===== src/rtl/alu_logic_pipe_rv32i_pkg.sv =====
// Shared op codes, pipeline occupancy states and op legality for the RV32I logic pipe.
// ALU_LOGIC_ZBB_EN enables the negated Zbb forms (XNOR/ORN/ANDN).
package alu_logic_pkg;

    localparam int OP_W = 3;

    localparam logic [OP_W-1:0] OP_XOR  = 3'b000;
    localparam logic [OP_W-1:0] OP_OR   = 3'b001;
    localparam logic [OP_W-1:0] OP_AND  = 3'b010;
    localparam logic [OP_W-1:0] OP_XNOR = 3'b100;
    localparam logic [OP_W-1:0] OP_ORN  = 3'b101;
    localparam logic [OP_W-1:0] OP_ANDN = 3'b110;

    typedef enum logic [1:0] {
        PIPE_EMPTY = 2'd0,
        PIPE_ONE   = 2'd1,
        PIPE_FULL  = 2'd2
    } pipe_state_e;

    // Codes 011/111 are always reserved; the Zbb codes only exist when enabled.
    function automatic logic is_legal_op(input logic [OP_W-1:0] op);
        logic legal;
        legal = 1'b0;
        case (op)
            OP_XOR, OP_OR, OP_AND: legal = 1'b1;
`ifdef ALU_LOGIC_ZBB_EN
            OP_XNOR, OP_ORN, OP_ANDN: legal = 1'b1;
`endif
            default: legal = 1'b0;
        endcase
        return legal;
    endfunction

endpackage


===== src/rtl/alu_logic_pipe_rv32i_if.sv =====
// Input and output beat channels of the logic pipe; master is the producer/consumer side.
interface alu_logic_pipe_rv32i_if #(
    parameter int XLEN  = 32,
    parameter int TAG_W = 5
);
    import alu_logic_pkg::*;

    // Handshake: a beat moves on a rising edge where valid && ready; valid and its
    // payload hold until that edge, and valid never waits on ready.
    logic             in_valid;
    logic             in_ready;
    logic [OP_W-1:0]  in_op;
    logic [XLEN-1:0]  in_a;
    logic [XLEN-1:0]  in_b;
    logic [TAG_W-1:0] in_tag;
    logic             out_valid;
    logic             out_ready;
    logic [XLEN-1:0]  out_data;
    logic             out_zero;
    logic             out_illegal;
    logic [TAG_W-1:0] out_tag;

    modport master (
        output in_valid, in_op, in_a, in_b, in_tag, out_ready,
        input  in_ready, out_valid, out_data, out_zero, out_illegal, out_tag
    );

    modport slave (
        input  in_valid, in_op, in_a, in_b, in_tag, out_ready,
        output in_ready, out_valid, out_data, out_zero, out_illegal, out_tag
    );

endinterface


===== src/rtl/alu_logic_pipe_rv32i_slice.sv =====
// One valid/ready register stage: valid follows valid_d when enabled, payload only on a real beat.
module alu_pipe_slice #(
    parameter int W = 8
) (
    input  logic         clk,
    input  logic         rst,
    input  logic         en,
    input  logic         valid_d,
    input  logic [W-1:0] data_d,
    output logic         valid_q,
    output logic [W-1:0] data_q
);

    always_ff @(posedge clk) begin
        if (rst) begin
            valid_q <= 1'b0;
            data_q  <= '0;
        end else if (en) begin
            valid_q <= valid_d;
            if (valid_d) begin
                data_q <= data_d;
            end
        end
    end

endmodule


===== src/rtl/alu_logic_pipe_rv32i.sv =====
// Two-stage valid/ready XOR/OR/AND unit with zero and illegal-op flags.
// Define ALU_LOGIC_ZBB_EN to add XNOR/ORN/ANDN; otherwise those codes are reserved.
module alu_logic_pipe_rv32i
    import alu_logic_pkg::*;
#(
    parameter int XLEN  = 32,
    parameter int TAG_W = 5
) (
    input  logic                    clk,
    input  logic                    rst,
    alu_logic_pipe_rv32i_if.slave   bus,
    output pipe_state_e             pipe_state
);

    localparam int S1_W = OP_W + 2 * XLEN + TAG_W;
    localparam int S2_W = 2 + XLEN + TAG_W;

    logic             s1_valid;
    logic             s2_valid;
    logic             s1_adv;
    logic             s2_adv;
    logic [S1_W-1:0]  s1_q;
    logic [S2_W-1:0]  s2_d;
    logic [S2_W-1:0]  s2_q;
    logic [OP_W-1:0]  s1_op;
    logic [XLEN-1:0]  s1_a;
    logic [XLEN-1:0]  s1_b;
    logic [TAG_W-1:0] s1_tag;
    logic [XLEN-1:0]  res;
    logic             res_zero;
    logic             res_illegal;

    // in_ready looks through to out_ready so a full pipe can accept while it drains.
    assign s2_adv       = !s2_valid || bus.out_ready;
    assign s1_adv       = s1_valid && s2_adv;
    assign bus.in_ready = !rst && (!s1_valid || s2_adv);

    alu_pipe_slice #(.W(S1_W)) u_s1 (
        .clk     (clk),
        .rst     (rst),
        .en      (bus.in_ready),
        .valid_d (bus.in_valid),
        .data_d  ({bus.in_op, bus.in_a, bus.in_b, bus.in_tag}),
        .valid_q (s1_valid),
        .data_q  (s1_q)
    );

    assign {s1_op, s1_a, s1_b, s1_tag} = s1_q;

    always_comb begin
        res = '0;
        case (s1_op)
            OP_XOR:  res = s1_a ^ s1_b;
            OP_OR:   res = s1_a | s1_b;
            OP_AND:  res = s1_a & s1_b;
`ifdef ALU_LOGIC_ZBB_EN
            OP_XNOR: res = ~(s1_a ^ s1_b);
            OP_ORN:  res = s1_a | ~s1_b;
            OP_ANDN: res = s1_a & ~s1_b;
`endif
            default: res = '0;
        endcase
        res_illegal = !is_legal_op(s1_op);
        res_zero    = (res == '0);
    end

    assign s2_d = {res_illegal, res_zero, s1_tag, res};

    alu_pipe_slice #(.W(S2_W)) u_s2 (
        .clk     (clk),
        .rst     (rst),
        .en      (s2_adv),
        .valid_d (s1_adv),
        .data_d  (s2_d),
        .valid_q (s2_valid),
        .data_q  (s2_q)
    );

    assign bus.out_valid = s2_valid;
    assign {bus.out_illegal, bus.out_zero, bus.out_tag, bus.out_data} = s2_q;

    always_comb begin
        pipe_state = PIPE_ONE;
        case ({s1_valid, s2_valid})
            2'b00:   pipe_state = PIPE_EMPTY;
            2'b11:   pipe_state = PIPE_FULL;
            default: pipe_state = PIPE_ONE;
        endcase
    end

endmodule


===== src/flat_wrapper.sv =====
// flat-port wrapper written by rule: the top's interface ports become plain ports
module alu_logic_pipe_rv32i_flat import alu_logic_pkg::*;
#(
    parameter int XLEN  = 32,
    parameter int TAG_W = 5
)
  (clk, rst, pipe_state, bus_in_valid, bus_in_op, bus_in_a, bus_in_b, bus_in_tag, bus_out_ready, bus_in_ready, bus_out_valid, bus_out_data, bus_out_zero, bus_out_illegal, bus_out_tag);
  alu_logic_pipe_rv32i_if #(.XLEN(XLEN), .TAG_W(TAG_W)) bus_i ();
  input  logic clk;
  input  logic rst;
  output pipe_state_e pipe_state;
  input wire logic [$bits(bus_i.in_valid)-1:0] bus_in_valid;
  input wire logic [$bits(bus_i.in_op)-1:0] bus_in_op;
  input wire logic [$bits(bus_i.in_a)-1:0] bus_in_a;
  input wire logic [$bits(bus_i.in_b)-1:0] bus_in_b;
  input wire logic [$bits(bus_i.in_tag)-1:0] bus_in_tag;
  input wire logic [$bits(bus_i.out_ready)-1:0] bus_out_ready;
  output wire logic [$bits(bus_i.in_ready)-1:0] bus_in_ready;
  output wire logic [$bits(bus_i.out_valid)-1:0] bus_out_valid;
  output wire logic [$bits(bus_i.out_data)-1:0] bus_out_data;
  output wire logic [$bits(bus_i.out_zero)-1:0] bus_out_zero;
  output wire logic [$bits(bus_i.out_illegal)-1:0] bus_out_illegal;
  output wire logic [$bits(bus_i.out_tag)-1:0] bus_out_tag;
  assign bus_i.in_valid = bus_in_valid;
  assign bus_i.in_op = bus_in_op;
  assign bus_i.in_a = bus_in_a;
  assign bus_i.in_b = bus_in_b;
  assign bus_i.in_tag = bus_in_tag;
  assign bus_i.out_ready = bus_out_ready;
  assign bus_in_ready = bus_i.in_ready;
  assign bus_out_valid = bus_i.out_valid;
  assign bus_out_data = bus_i.out_data;
  assign bus_out_zero = bus_i.out_zero;
  assign bus_out_illegal = bus_i.out_illegal;
  assign bus_out_tag = bus_i.out_tag;
  alu_logic_pipe_rv32i #(.XLEN(XLEN), .TAG_W(TAG_W)) u_core (.clk(clk), .rst(rst), .bus(bus_i), .pipe_state(pipe_state));
endmodule

===== config.mk =====
export PLATFORM = sky130hd
export DESIGN_NAME = alu_logic_pipe_rv32i_flat
export DESIGN_NICKNAME = d
export VERILOG_FILES = /design/src/rtl/alu_logic_pipe_rv32i_pkg.sv /design/src/rtl/alu_logic_pipe_rv32i_if.sv /design/src/rtl/alu_logic_pipe_rv32i_slice.sv /design/src/rtl/alu_logic_pipe_rv32i.sv /design/src/flat_wrapper.sv
export SDC_FILE = /design/constraint.sdc
export NUM_CORES = 1
export LEC_CHECK = 0
export CORE_MARGIN = 2
export CORE_UTILIZATION = 45
export CTS_CLUSTER_DIAMETER = 30
export DETAILED_ROUTE_END_ITERATION = 16
export GPL_ROUTABILITY_DRIVEN = 0
export GPL_TIMING_DRIVEN = 0
export PLACE_DENSITY = 0.83
export SLEW_MARGIN = 20
export SYNTH_ARGS = -nofsm -noshare
export SYNTH_HDL_FRONTEND = slang
export SYNTH_SLANG_ARGS = --single-unit

===== constraint.sdc =====
create_clock -name clk -period 2.1 [get_ports clk]
set_input_delay 0.42 -clock clk [delete_from_list [all_inputs] [get_ports clk]]
set_output_delay 0.42 -clock clk [all_outputs]
set_load 0.05 [all_outputs]

### After elaboration in Yosys (flattened, before gate mapping)

Index checks and enable logic that the tools add are counted.

| storage, ports and cells | value |
|---|---|
| input bits | 76 |
| register bits | 113 |
| word-level logic and storage cells | 27 |

| cells by class | value |
|---|---|
| muxes and demuxes | 3 |
| reductions and logical operators | 14 |
| bitwise logic cells | 3 |
| equality and inequality tests | 3 |

Operator list:

| kind | count |
|---|---|
| 32-bit case mux with 3 select lines | 1 |
| 32-bit bitwise AND | 1 |
| 32-bit zero test | 1 |
| 32-bit bitwise OR | 1 |
| 32-bit XOR | 1 |
| 1-bit zero test | 4 |
| 2-bit case mux with 2 select lines | 1 |
| 2-bit AND reduction | 2 |
| 3-bit by 1-bit == test with 1-bit output (second input constant) | 1 |
| 3-bit by 2-bit == test with 1-bit output (second input constant) | 1 |
| 3-bit zero test | 1 |
| 3-bit OR reduction | 1 |
| 2-bit == test (second input constant) | 1 |
| 1-bit logical AND | 2 |
| 2-bit zero test | 1 |
| 1-bit logical OR | 2 |
| 1-bit two-way mux | 1 |

### Logic depth before layout (Yosys ltp)

Gate-level depths: netlist (run 1).

| logic depth | value |
|---|---|
| word-level depth | 5 |
| mapped depth | 7 |

### Hierarchy

Synthesis (run 1) repeated with hierarchy kept, for this count alone.

| unflattened totals | value |
|---|---|
| cell total of the unflattened synthesis | 806 |
| area total of the unflattened synthesis | 7601.0 µm² |

Modules (own cells, without submodules):

| module | cells each | times used | area an instance (µm²) | sequential area each (µm²) |
|---|---|---|---|---|
| alu_pipe_slice (u_core.u_s1) | 331 | 1 | 3741.1 | 1461.4 |
| alu_logic_pipe_rv32i | 294 | 1 | 1975.6 | 0.0 |
| alu_pipe_slice (u_core.u_s2) | 181 | 1 | 1884.3 | 800.8 |

### Worst setup path before layout (run 1)

OpenSTA, ideal clock, no wires.

| timing path | value |
|---|---|
| path kind | reg-to-reg |
| from | reg u_core.u_s2.valid_q |
| to | reg u_core.u_s1.data_q[56] |
| cell stages (with the launch flop) | 8 |
| clock period less this slack | 2403 ps |
| arrival | 2316 ps |
| buffers on the path | 2 |
| setup slack | -303 ps |
| required time | 2013 ps |
| path through | dfxtp_1 nor2b_1 a21oi_1 and2_1 buf_2 buf_2 nand2_1 o31ai_1 |

| on the way | value |
|---|---|
| longest elaborated chain between the ends | 5 |

RTL lines:

| what | RTL line | text |
|---|---|---|
| start: declaration | alu_logic_pipe_rv32i_slice.sv:10 | `output logic valid_q,` |
| start signal: assignment | alu_logic_pipe_rv32i_slice.sv:19 | `valid_q <= valid_d;` |
| 1-bit zero test | alu_logic_pipe_rv32i.sv:34 | `assign s2_adv = !s2_valid \|\| bus.out_ready;` |
| 1-bit logical OR | alu_logic_pipe_rv32i.sv:34 |  |
| 1-bit logical OR | alu_logic_pipe_rv32i.sv:36 | `assign bus.in_ready = !rst && (!s1_valid \|\| s2_adv);` |
| 1-bit logical AND | alu_logic_pipe_rv32i.sv:36 |  |
| via bus_in_ready | flat_wrapper.sv:18 | `output wire logic [$bits(bus_i.in_ready)-1:0] bus_in_ready;` |
| 2-bit AND reduction (no line) | - |  |
| end signal: assignment | alu_logic_pipe_rv32i_slice.sv:21 | `data_q <= data_d;` |
| end: declaration | alu_logic_pipe_rv32i_slice.sv:11 | `output logic [W-1:0] data_q` |

The timed path passes the listed nets, and every way through them passes these cells.
A chain may end at the register's enable or synchronous reset.

### Final worst setup path (run 1)

| timing path | value |
|---|---|
| from | reg u_core.u_s2.data_q[14] |
| to | out bus_out_data[14] |

RTL lines:

| what | RTL line | text |
|---|---|---|
| start: declaration | alu_logic_pipe_rv32i_slice.sv:11 |  |
| start signal: assignment | alu_logic_pipe_rv32i_slice.sv:21 |  |
| end: declaration | flat_wrapper.sv:20 | `output wire logic [$bits(bus_i.out_data)-1:0] bus_out_data;` |

No word-level cell between the ends.

==> metrics.yaml, run 1 <==
max_freq_ghz: 0.489
hold_end: "u_core.u_s2.data_q[32]"
rr_endpoint: "u_core.u_s2.data_q[37]"
syn_area_um2: 5710
crit_buf_inv: 1
maxSlewViolCount: 0
cp-end-kind: "output pin"
first_pass_iters: 5
dp_hpwl_mm: 11.9
htree_num_levels: 4
cp_cell_sequence: "clkdlybuf4s50_1"
cts_hold_buf: 0
finalNonFillerCells: 975
finalSetupViolCount: 0
relSlewSlack: 0.563
cts_buffers: 17
synth_seq_cells: 113
ys_async_sr_fraction: 0
yosysUniqueCellTypes: 33
critPathRequiredTime_ns: 1.68
fin_ws_ns: 0.0564
yosysTopAreaCell: "dfxtp_1"
hold_depth: 2
vias: 5253
post-route-util: 0.620
synth_top_area_frac: 0.396
post_cts_buffers: 0
rsz0062_at_grt: "false"
ir_worst_vdd_mv: 0.586
cts_tree: "done"
critPathTopFamily: "buffers and inverters"
ant_nets: 0
overflow: 0
min_from: "u_core.u_s1.data_q[0]"
antenna_found_initial: 0
start_util: 0.456
hold_class: "reg2reg"
ys.flop_type: "dfxtp_1"
gr-usage-all-layers: 0.248
p_total_mw: 6.80
drcViolationCount: 0
insertion_delay_ns: 0.42
grt_pass1_vias: 5138
rrSetupSlack_ns: 0.12
status: "finished, final reports clean"
yosys_warnings: 0
cts.clk_slew.worst_paths_ns: 0.06
cp-start-kind: "register"
critPathArrivalTime_ns: 1.62
ioPinCount: 119
cts.sinks: 113
synth_area_leaders: "dfxtp_1, ha_1, nand2_1"
power_density_nw_per_um2: 875
rows: 41
pre_cts_ws_ns: -0.286
finalCriticalPeriod_ns: 2.04
diodes: 0
fin_nets: 931
path_class: "reg2out"
io_buffers: 117
grt_max_degree: 17
worst_hold_slack_ns: 0.454
fin_skew_ns: 0.00814
worst_pin_slew_ns: 0.653
drt-vias-per-instance: 5.39
cp_slowest_cell: "clkdlybuf4s50_1"
dp_cells: 943
clk_path_buf_depth: 2
netlist_instances: 654
grt_first_pass_wirelength_mm: 25.5
period_share: 0.973
dieArea_um2: 13600
synth_edf_count: 0
layout-drive-gt1-share: 0.0834
avgSynthCellArea_um2: 8.73
placed_area_um2: 7100
finalHoldViolCount: 0
wl_per_cell_um: 16.8
reg2reg_from: "u_core.u_s1.data_q[70]"
fp.dieH_um: 117
drtIter0Drc: 425
drv_cap: 0
fp.coreArea_um2: 12500
wl_mm: 16.4
slowest_delay_ns: 0.83
leakage_nw: 3.12
reg2regPathDepth: 7
path_max_fanout: 2
tns_ns: 0
synth-seq-area-share: 0.396
area_growth_syn_to_layout_pct: 36.0
fp.dieW_um: 117
syn_nets: 795
root_buffer: "clkbuf_16"
stdcell_area_um2: 7760
-- layer usage --
layer | up-vias | wire length (µm) | GRT usage
met3 | 39 | 1450 | 0.0659
met1 | 2437 | 6960 | 0.311
met5 | - | 0 | 0
met2 | 261 | 7590 | 0.407
li1 | 2516 | - | -
met4 | 0 | 394 | 0.100
-- worst register-to-register path, stage by stage (launching register included) --
cell and delay, ns:
dfxtp_1 0.31, buf_6 0.14, or2b_4 0.29, buf_4 0.20, o32ai_1 0.57, nor4_1 0.15, nand4_1 0.12, o31ai_1 0.08
-- registers in the layout, summed over array words and instances, names as in the netlist --
signal	cells
u_core.u_s1.valid_q	1
u_core.u_s2.data_q	39
u_core.u_s1.data_q	72
u_core.u_s2.valid_q	1
-- kinds of logic after synthesis --
kind of cell | count (synthesis) | share of synthesized area
AO/OA/AOI/OAI | 144 | 0.176
adder cells (fa/ha/maj) | 65 | 0.142
buffers and inverters | 116 | 0.0883
flip-flops | 113 | 0.396
multiplexers | 35 | 0.0616
AND/OR/NAND/NOR | 181 | 0.135
-- worst max-delay path by stage --
stage | slack [ns] | to | cells past startpoint | start
6_report | 0.06 | bus_out_data[14] | 1 | u_core.u_s2.data_q[14]
5_1_grt | 0.02 | bus_out_data[14] | 1 | u_core.u_s2.data_q[14]
4_1_cts | 0.007 | bus_in_ready | 4 | bus_out_ready
3_5_place_dp | -0.29 | bus_in_ready | 4 | bus_out_ready
3_3_place_gp | -0.28 | bus_in_ready | 4 | bus_out_ready
2_1_floorplan | 0.05 | u_core.u_s1.data_q[56] | 7 | u_core.u_s2.valid_q
-- layout make-up --
| type | count | area (µm²) |
|---|---|---|
| plain buffers | 50 | 263 |
| inverters | 66 | 248 |
| repair buffers | 117 | 1160 |
| flip-flops and latches | 113 | 2260 |
| fillers | 1044 | 4750 |
| clock inverters | 9 | 176 |
| well taps | 172 | 215 |
| clock buffers | 23 | 488 |
| multi-input cells | 425 | 2950 |
-- power by group --
part	total [mW]	switching [mW]	leakage, nW	internal [mW]
clock network	3.24	1.01	0.323	2.23
logic	1.19	0.711	1.87	0.482
registers	2.36	0.0784	0.929	2.29
-- synthesized netlist by cell type (2+ instances only) --
library cell,number
clkbuf_1,18
mux2i_1,34
inv_1,66
o32ai_1,24
nor2b_1,2
and2_1,2
nand2_1,141
buf_2,22
or3b_2,2
o21ai_0,5
nor2_1,12
nand4_1,2
buf_4,3
a211oi_1,5
dfxtp_1,113
buf_6,4
buf_1,3
nand3b_1,7
o31ai_1,67
o21a_1,4
ha_1,65
nor4_1,6
a21oi_1,35
a31oi_1,3
-- cell usage in the layout (no fill, tap or decap), types with 6 or more instances in the layout --
master	count
a21oi_1	34
buf_2	20
clkbuf_1	19
clkbuf_16	17
clkdlybuf4s50_1	114
dfxtp_1	113
ha_1	65
inv_1	66
mux2i_1	34
nand2_1	141
nand3b_1	7
nor2_1	12
nor4_1	6
o31ai_1	67
o32ai_1	24
-- what timing repair did --
action	in CTS	in global routing
pin swaps	0	1
resized for setup	4	6
setup endpoints to repair	3	2
gates cloned	0	0
Power figures use the tool's default switching activity.
==> run 2, diff against run 1 <==
--- a/config.mk
+++ b/config.mk
@@ -5,6 +5,7 @@
 export SDC_FILE = /design/constraint.sdc
 export NUM_CORES = 1
 export LEC_CHECK = 0
+export CORE_ASPECT_RATIO = 0.7
 export CORE_MARGIN = 2
 export CORE_UTILIZATION = 45
 export CTS_CLUSTER_DIAMETER = 30
@@ -12,6 +13,7 @@
 export GPL_ROUTABILITY_DRIVEN = 0
 export GPL_TIMING_DRIVEN = 0
 export PLACE_DENSITY = 0.83
+export REMOVE_ABC_BUFFERS = 1
 export SLEW_MARGIN = 20
 export SYNTH_ARGS = -nofsm -noshare
 export SYNTH_HDL_FRONTEND = slang
==> run 2 against run 1 <==
  * Global-route usage is 3.6 points lower
  * Count of clock-buffer cells in the layout is 2 lower
  * Flip-flop and latch count stayed put
  * Combinational power is 4% lower
  * Via count is 4.1% lower
  * Register-to-register slack hardly changed
  * Worst hold slack worse by 0.051 ns
  * Sequential share of layout area is 0.14 points higher
  * Clock power is 9.0% lower
  * Non-clock buffer count is 35 lower
  * Final cell count is 4.4% lower
  * Worst setup slack worse by 0.028 ns
  * Critical endpoint is now bus_in_ready
  * Largest cell class unchanged
==> metrics.yaml, run 2 (synthesis gave the netlist of run 1 again) <==
period_share: 0.986  # was 0.973
cts.clk_slew.worst_paths_ns: 0.05  # was 0.06 ns
fin_nets: 899  # was 931
layout_common_cells: "nand2_1, clkdlybuf4s50_1, dfxtp_1"  # unchanged
slowest_delay_ns: 0.47  # was 0.83 ns
grt_pass1_vias: 4871  # was 5138
rsz0062_at_grt: "false"  # unchanged
ioPinCount: 119  # unchanged
largest_register: "u_core.u_s1.data_q"  # unchanged
relSlewSlack: 0.629  # was 0.563
rows: 34  # was 41
vias: 5036  # was 5253
grt_first_pass_wirelength_mm: 23.4  # was 25.5 mm
cp-end-kind: "output pin"  # unchanged
fp.dieW_um: 139  # was 117 µm
insertion_delay_ns: 0.41  # was 0.42 ns
wl_mm: 15.3  # was 16.4 mm
maxSlewViolCount: 0  # unchanged
htree_num_levels: 4  # unchanged
critPathTopFamily: "buffers and inverters"  # unchanged
ir_worst_vdd_mv: 0.559  # was 0.586 mV
critPathRequiredTime_ns: 1.68  # about the same
first_pass_iters: 5  # unchanged
max_freq_ghz: 0.483  # was 0.489 GHz
fp.dieH_um: 98.2  # was 117 µm
drcViolationCount: 0  # unchanged
overflow: 0  # unchanged
io_buffers: 118  # was 117
cp-start-kind: "input port"  # was register
cts_tree: "done"  # unchanged
area_growth_syn_to_layout_pct: 35.9  # was 36.0%
cts.sinks: 113  # unchanged
drv_cap: 0  # unchanged
wl_per_cell_um: 16.4  # was 16.8 µm
worst_pin_slew_ns: 0.554  # was 0.653 ns
fin_skew_ns: 0.0103  # was 0.00814 ns
dp_hpwl_mm: 9.28  # was 11.9 mm
critPathArrivalTime_ns: 1.65  # was 1.62 ns
cp_slowest_cell: "clkdlybuf4s50_1"  # unchanged
root_buffer: "clkbuf_16"  # unchanged
drt-vias-per-instance: 5.40  # was 5.39
antenna_found_initial: 0  # unchanged
crit_buf_inv: 2  # was 1
finalSetupViolCount: 0  # unchanged
finalNonFillerCells: 932  # was 975
finalHoldViolCount: 0  # unchanged
path_max_fanout: 5  # was 2
start_util: 0.460  # was 0.456
worst_hold_slack_ns: 0.403  # was 0.454 ns
gr-usage-all-layers: 0.212  # was 0.248
leakage_nw: 3.07  # was 3.12 nW
largest_reg_flops: 72  # unchanged
drtIter0Drc: 254  # was 425
reg_top3: "u_core.u_s1.data_q x72, u_core.u_s2.data_q x39"  # unchanged
finalCriticalPeriod_ns: 2.07  # was 2.04 ns
cts_buffers: 17  # unchanged
clk_path_buf_depth: 2  # unchanged
power_density_nw_per_um2: 835  # was 875 nW/µm²
dieArea_um2: 13600  # about the same
post-route-util: 0.624  # was 0.620
ant_nets: 0  # unchanged
mostFrequentLayoutCell: "nand2_1"  # unchanged
layout-drive-gt1-share: 0.0818  # was 0.0834
cp_cell_sequence: "clkdlybuf4s50_1, nor2b_2, a21oi_2, clkdlybuf4s15_2"  # was clkdlybuf4s50_1
hold_class: "in2reg"  # was reg2reg
status: "finished, final reports clean"  # unchanged
fp.coreArea_um2: 12400  # was 12500 µm²
path_class: "in2out"  # was reg2out
tns_ns: 0  # unchanged
grt_max_degree: 70  # was 17
dp_cells: 889  # was 943
diodes: 0  # unchanged
-- run 2: cell count changes in the layout (fill, tap and decap cells not counted), moves of 3 or more --
cell and delta:
buf_1 -3, dfxtp_1 -3, buf_6 -3, buf_2 -20, clkbuf_1 -18, buf_16 +5
-- run 2: cell type report --
class | count | area (µm²)
clock buffer | 21 | 470
timing repair buffer | 132 | 1440
multi-input combinational | 428 | 3000
sequential | 113 | 2270
tap | 162 | 203
inverter | 66 | 248
fill | 1036 | 4660
clock inverter | 10 | 134
-- run 2: worst reg2reg max path: cells and delay by family, from the launching register on --
kind	cells	cell delay [ns]
DFF	1	0.59
AOI/OAI and AO/OA	2	0.42
and+or+nand+nor	3	0.89
-- run 2: through the flow --
stage | worst slack [ns] | cell area (µm²) | power (mW)
floorplan | -2.36 | 5450 | 3.05
global placement | -6.24 | 6840 | 3.45
detailed placement | -0.860 | 6980 | 3.50
CTS | -0.137 | 7640 | 6.45
global route | 0.0102 | 7760 | 6.71
finish | 0.0284 | 7760 | 6.48
-- run 2: repair_timing --
action	in CTS	in global routing
setup buffers	2	6
hold buffers	0	0
cloned	0	4
resized for setup	10	4
pin swaps	0	2
endpoints found under the setup margin	32	27
-- run 2: final timing paths --
path	start	endpoint	slack, ns	cells past startpoint
hold / removal	rst	u_core.u_s2.data_q[28]	0.40	2
hold reg to reg	u_core.u_s2.data_q[5]	u_core.u_s2.data_q[5]	0.45	2
setup / recovery	bus_out_ready	bus_in_ready	0.03	4
setup reg to reg	u_core.u_s1.data_q[71]	u_core.u_s2.data_q[37]	0.11	5
-- run 2: routing by layer --
layer  track usage  wire, µm
met1         0.284      7330
met2         0.340      6670
met3        0.0495      1010
met4        0.0715       254
met5             0         0
-- run 2: power breakdown --
group          switching [mW]  internal (mW)
Clock                    1.00           1.94
Combinational           0.642          0.502
Sequential              0.102           2.29
==> run 3, diff against run 2 <==
--- a/config.mk
+++ b/config.mk
@@ -6,7 +6,7 @@
 export NUM_CORES = 1
 export LEC_CHECK = 0
 export CORE_ASPECT_RATIO = 0.7
-export CORE_MARGIN = 2
+export CORE_MARGIN = 1.5
 export CORE_UTILIZATION = 45
 export CTS_CLUSTER_DIAMETER = 30
 export DETAILED_ROUTE_END_ITERATION = 16
==> run 3 against run 2 <==
  * Clock skew decreased by 0.0037 ns
  * Critical path type is now reg2reg
  * Final cell count down 0.75%
  * Die area down 1.7%
  * Largest power group unchanged
  * Routed wire length decreased by 5.0%
==> metrics.yaml, run 3 (synthesis gave the netlist of run 1 again) <==
status: "finished, final reports clean"  # unchanged
drcViolationCount: 0  # unchanged
placed_area_um2: 6990  # was 6980 µm²
cts.sinks: 113  # unchanged
fin_skew_ns: 0.00665  # was 0.0103 ns
reg2regPathDepth: 5  # unchanged
clk_path_buf_depth: 2  # unchanged
ioPinCount: 119  # unchanged
reg2reg_from: "u_core.u_s1.data_q[70]"  # was u_core.u_s1.data_q[71]
cp-end-kind: "register"  # was output pin
dp_hpwl_mm: 9.18  # was 9.28 mm
area_growth_syn_to_layout_pct: 33.9  # was 35.9%
fin_nets: 891  # was 899
hold_depth: 2  # unchanged
path_max_fanout: 24  # was 5
first_pass_iters: 5  # unchanged
largest_reg_flops: 72  # unchanged
cts_buffers: 17  # unchanged
fin_ws_ns: 0.0634  # was 0.0284 ns
drt-vias-per-instance: 5.31  # was 5.40
mostFrequentLayoutCell: "nand2_1"  # unchanged
rr_endpoint: "u_core.u_s2.data_q[37]"  # unchanged
rows: 34  # unchanged
grt_max_degree: 62  # was 70
rrSetupSlack_ns: 0.06  # was 0.11 ns
cts.clk_slew.worst_paths_ns: 0.05  # about the same
seq_area_um2: 2270  # unchanged
cts_tree: "done"  # unchanged
path_class: "reg2reg"  # was in2out
power_density_nw_per_um2: 830  # was 835 nW/µm²
antenna_found_initial: 0  # unchanged
finalCriticalPeriod_ns: 2.04  # was 2.07 ns
vias: 4911  # was 5036
cp_cell_sequence: "or2b_2, o32ai_1, nor4_1, nand4_1, o31ai_1"  # was clkdlybuf4s50_1, nor2b_2, a21oi_2, clkdlybuf4s15_2
cts_hold_buf: 0  # unchanged
relSlewSlack: 0.617  # was 0.629
overflow: 0  # unchanged
critPathArrivalTime_ns: 2.35  # was 1.65 ns
max_freq_ghz: 0.491  # was 0.483 GHz
post-route-util: 0.617  # was 0.624
hold_end: "u_core.u_s2.data_q[12]"  # was u_core.u_s2.data_q[28]
wl_per_cell_um: 15.7  # was 16.4 µm
drv_cap: 0  # unchanged
rsz0062_at_grt: "true"  # was false
fp.coreArea_um2: 12400  # about the same
fp.dieH_um: 97.2  # was 98.2 µm
crit_buf_inv: 0  # was 2
htree_num_levels: 4  # unchanged
insertion_delay_ns: 0.40  # was 0.41 ns
layout-drive-gt1-share: 0.0708  # was 0.0818
root_buffer: "clkbuf_16"  # unchanged
grt_pass1_vias: 4816  # was 4871
fp.dieW_um: 138  # was 139 µm
tns_ns: 0  # unchanged
pre_cts_ws_ns: -0.844  # was -0.860 ns
critPathRequiredTime_ns: 2.42  # was 1.68 ns
grt_first_pass_wirelength_mm: 23.3  # was 23.4 mm
diodes: 0  # unchanged
cp-start-kind: "register"  # was input port
hold_class: "in2reg"  # unchanged
layout_common_cells: "nand2_1, clkdlybuf4s50_1, dfxtp_1"  # unchanged
worst_hold_slack_ns: 0.437  # was 0.403 ns
worst_pin_slew_ns: 0.572  # was 0.554 ns
wl_mm: 14.5  # was 15.3 mm
ir_worst_vdd_mv: 0.605  # was 0.559 mV
period_share: 0.970  # was 0.986
gr-usage-all-layers: 0.222  # was 0.212
stdcell_area_um2: 7640  # was 7760 µm²
drtIter0Drc: 318  # was 254
reg_top3: "u_core.u_s1.data_q x72, u_core.u_s2.data_q x39"  # unchanged
finalSetupViolCount: 0  # unchanged
cp_slowest_cell: "dfxtp_4"  # was clkdlybuf4s50_1
largest_register: "u_core.u_s1.data_q"  # unchanged
dieArea_um2: 13400  # was 13600 µm²
leakage_nw: 3.01  # was 3.07 nW
multi_input_area_um2: 2980  # was 3000 µm²
io_buffers: 118  # unchanged
ant_nets: 0  # unchanged
fillers: 1050  # was 1036
critPathTopFamily: "simple AND/OR/NAND/NOR gates"  # was buffers and inverters
start_util: 0.461  # was 0.460
min_from: "rst"  # unchanged
finalHoldViolCount: 0  # unchanged
slowest_delay_ns: 0.64  # was 0.47 ns
maxSlewViolCount: 0  # unchanged
-- run 3: cell types whose count changed in the layout (fill, tap and decap cells not counted), sizes merged --
cell	previous run	this run
buf	14	9
clkinvlp	2	4
clkdlybuf4s15	1	0
clkinv	5	3
bufinv	3	2
and2	4	3
clkbuf	22	23
-- run 3: cell type report --
cell class                 count  share of cell area
multi-input combinational    427               0.390
sequential                   113               0.297
timing repair buffer         125               0.176
clock buffer                  23              0.0638
inverter                      66              0.0324
tap                          162              0.0265
clock inverter                 9              0.0138
-- run 3: how the worst max path moves through the flow --
stage,start,to,slack (ns),cells after the start
after CTS,u_core.u_s1.data_q[70],u_core.u_s2.data_q[37],-0.06,5
after detailed placement,u_core.u_s1.data_q[71],u_core.u_s2.data_q[37],-0.84,5
after global routing,u_core.u_s1.data_q[70],u_core.u_s2.data_q[37],-0.03,5
after floorplan,u_core.u_s2.valid_q,u_core.u_s1.data_q[10],-2.36,5
after global placement,rst,u_core.u_s1.data_q[58],-6.28,5
final,u_core.u_s1.data_q[70],u_core.u_s2.data_q[37],0.06,5
-- run 3: power breakdown --
group	switching, mW	total (mW)	internal [mW]
Clock	0.981	2.85	1.86
Sequential	0.116	2.40	2.29
Combinational	0.614	1.10	0.483
-- run 3: metal layers --
metal	vias to the layer above	GRT usage	share of wire
li1	2436	-	-
met1	2292	0.297	0.47
met2	172	0.346	0.44
met3	11	0.0647	0.081
met4	0	0.0664	0.0063
met5	-	0	0
-- run 3: per-stage QoR --
stage          power, mW  instances
2_1_floorplan       3.05        604
3_3_place_gp        3.45        884
3_5_place_dp        3.50        889
4_1_cts             6.37        922
5_1_grt             6.61        925
6_report            6.35        925
-- run 3: timing repair --
item	in CTS	in global routing
buffers inserted	1	1
setup endpoints to repair	28	33
gates resized for setup	12	2
cloned	0	2
pin swaps	1	3
-- run 3: worst reg2reg max path, cell delays in order (launching register included) --
cell and delay (ns):
dfxtp_4 0.64, or2b_2 0.41, o32ai_1 0.18, nor4_1 0.34
nand4_1 0.17, o31ai_1 0.21
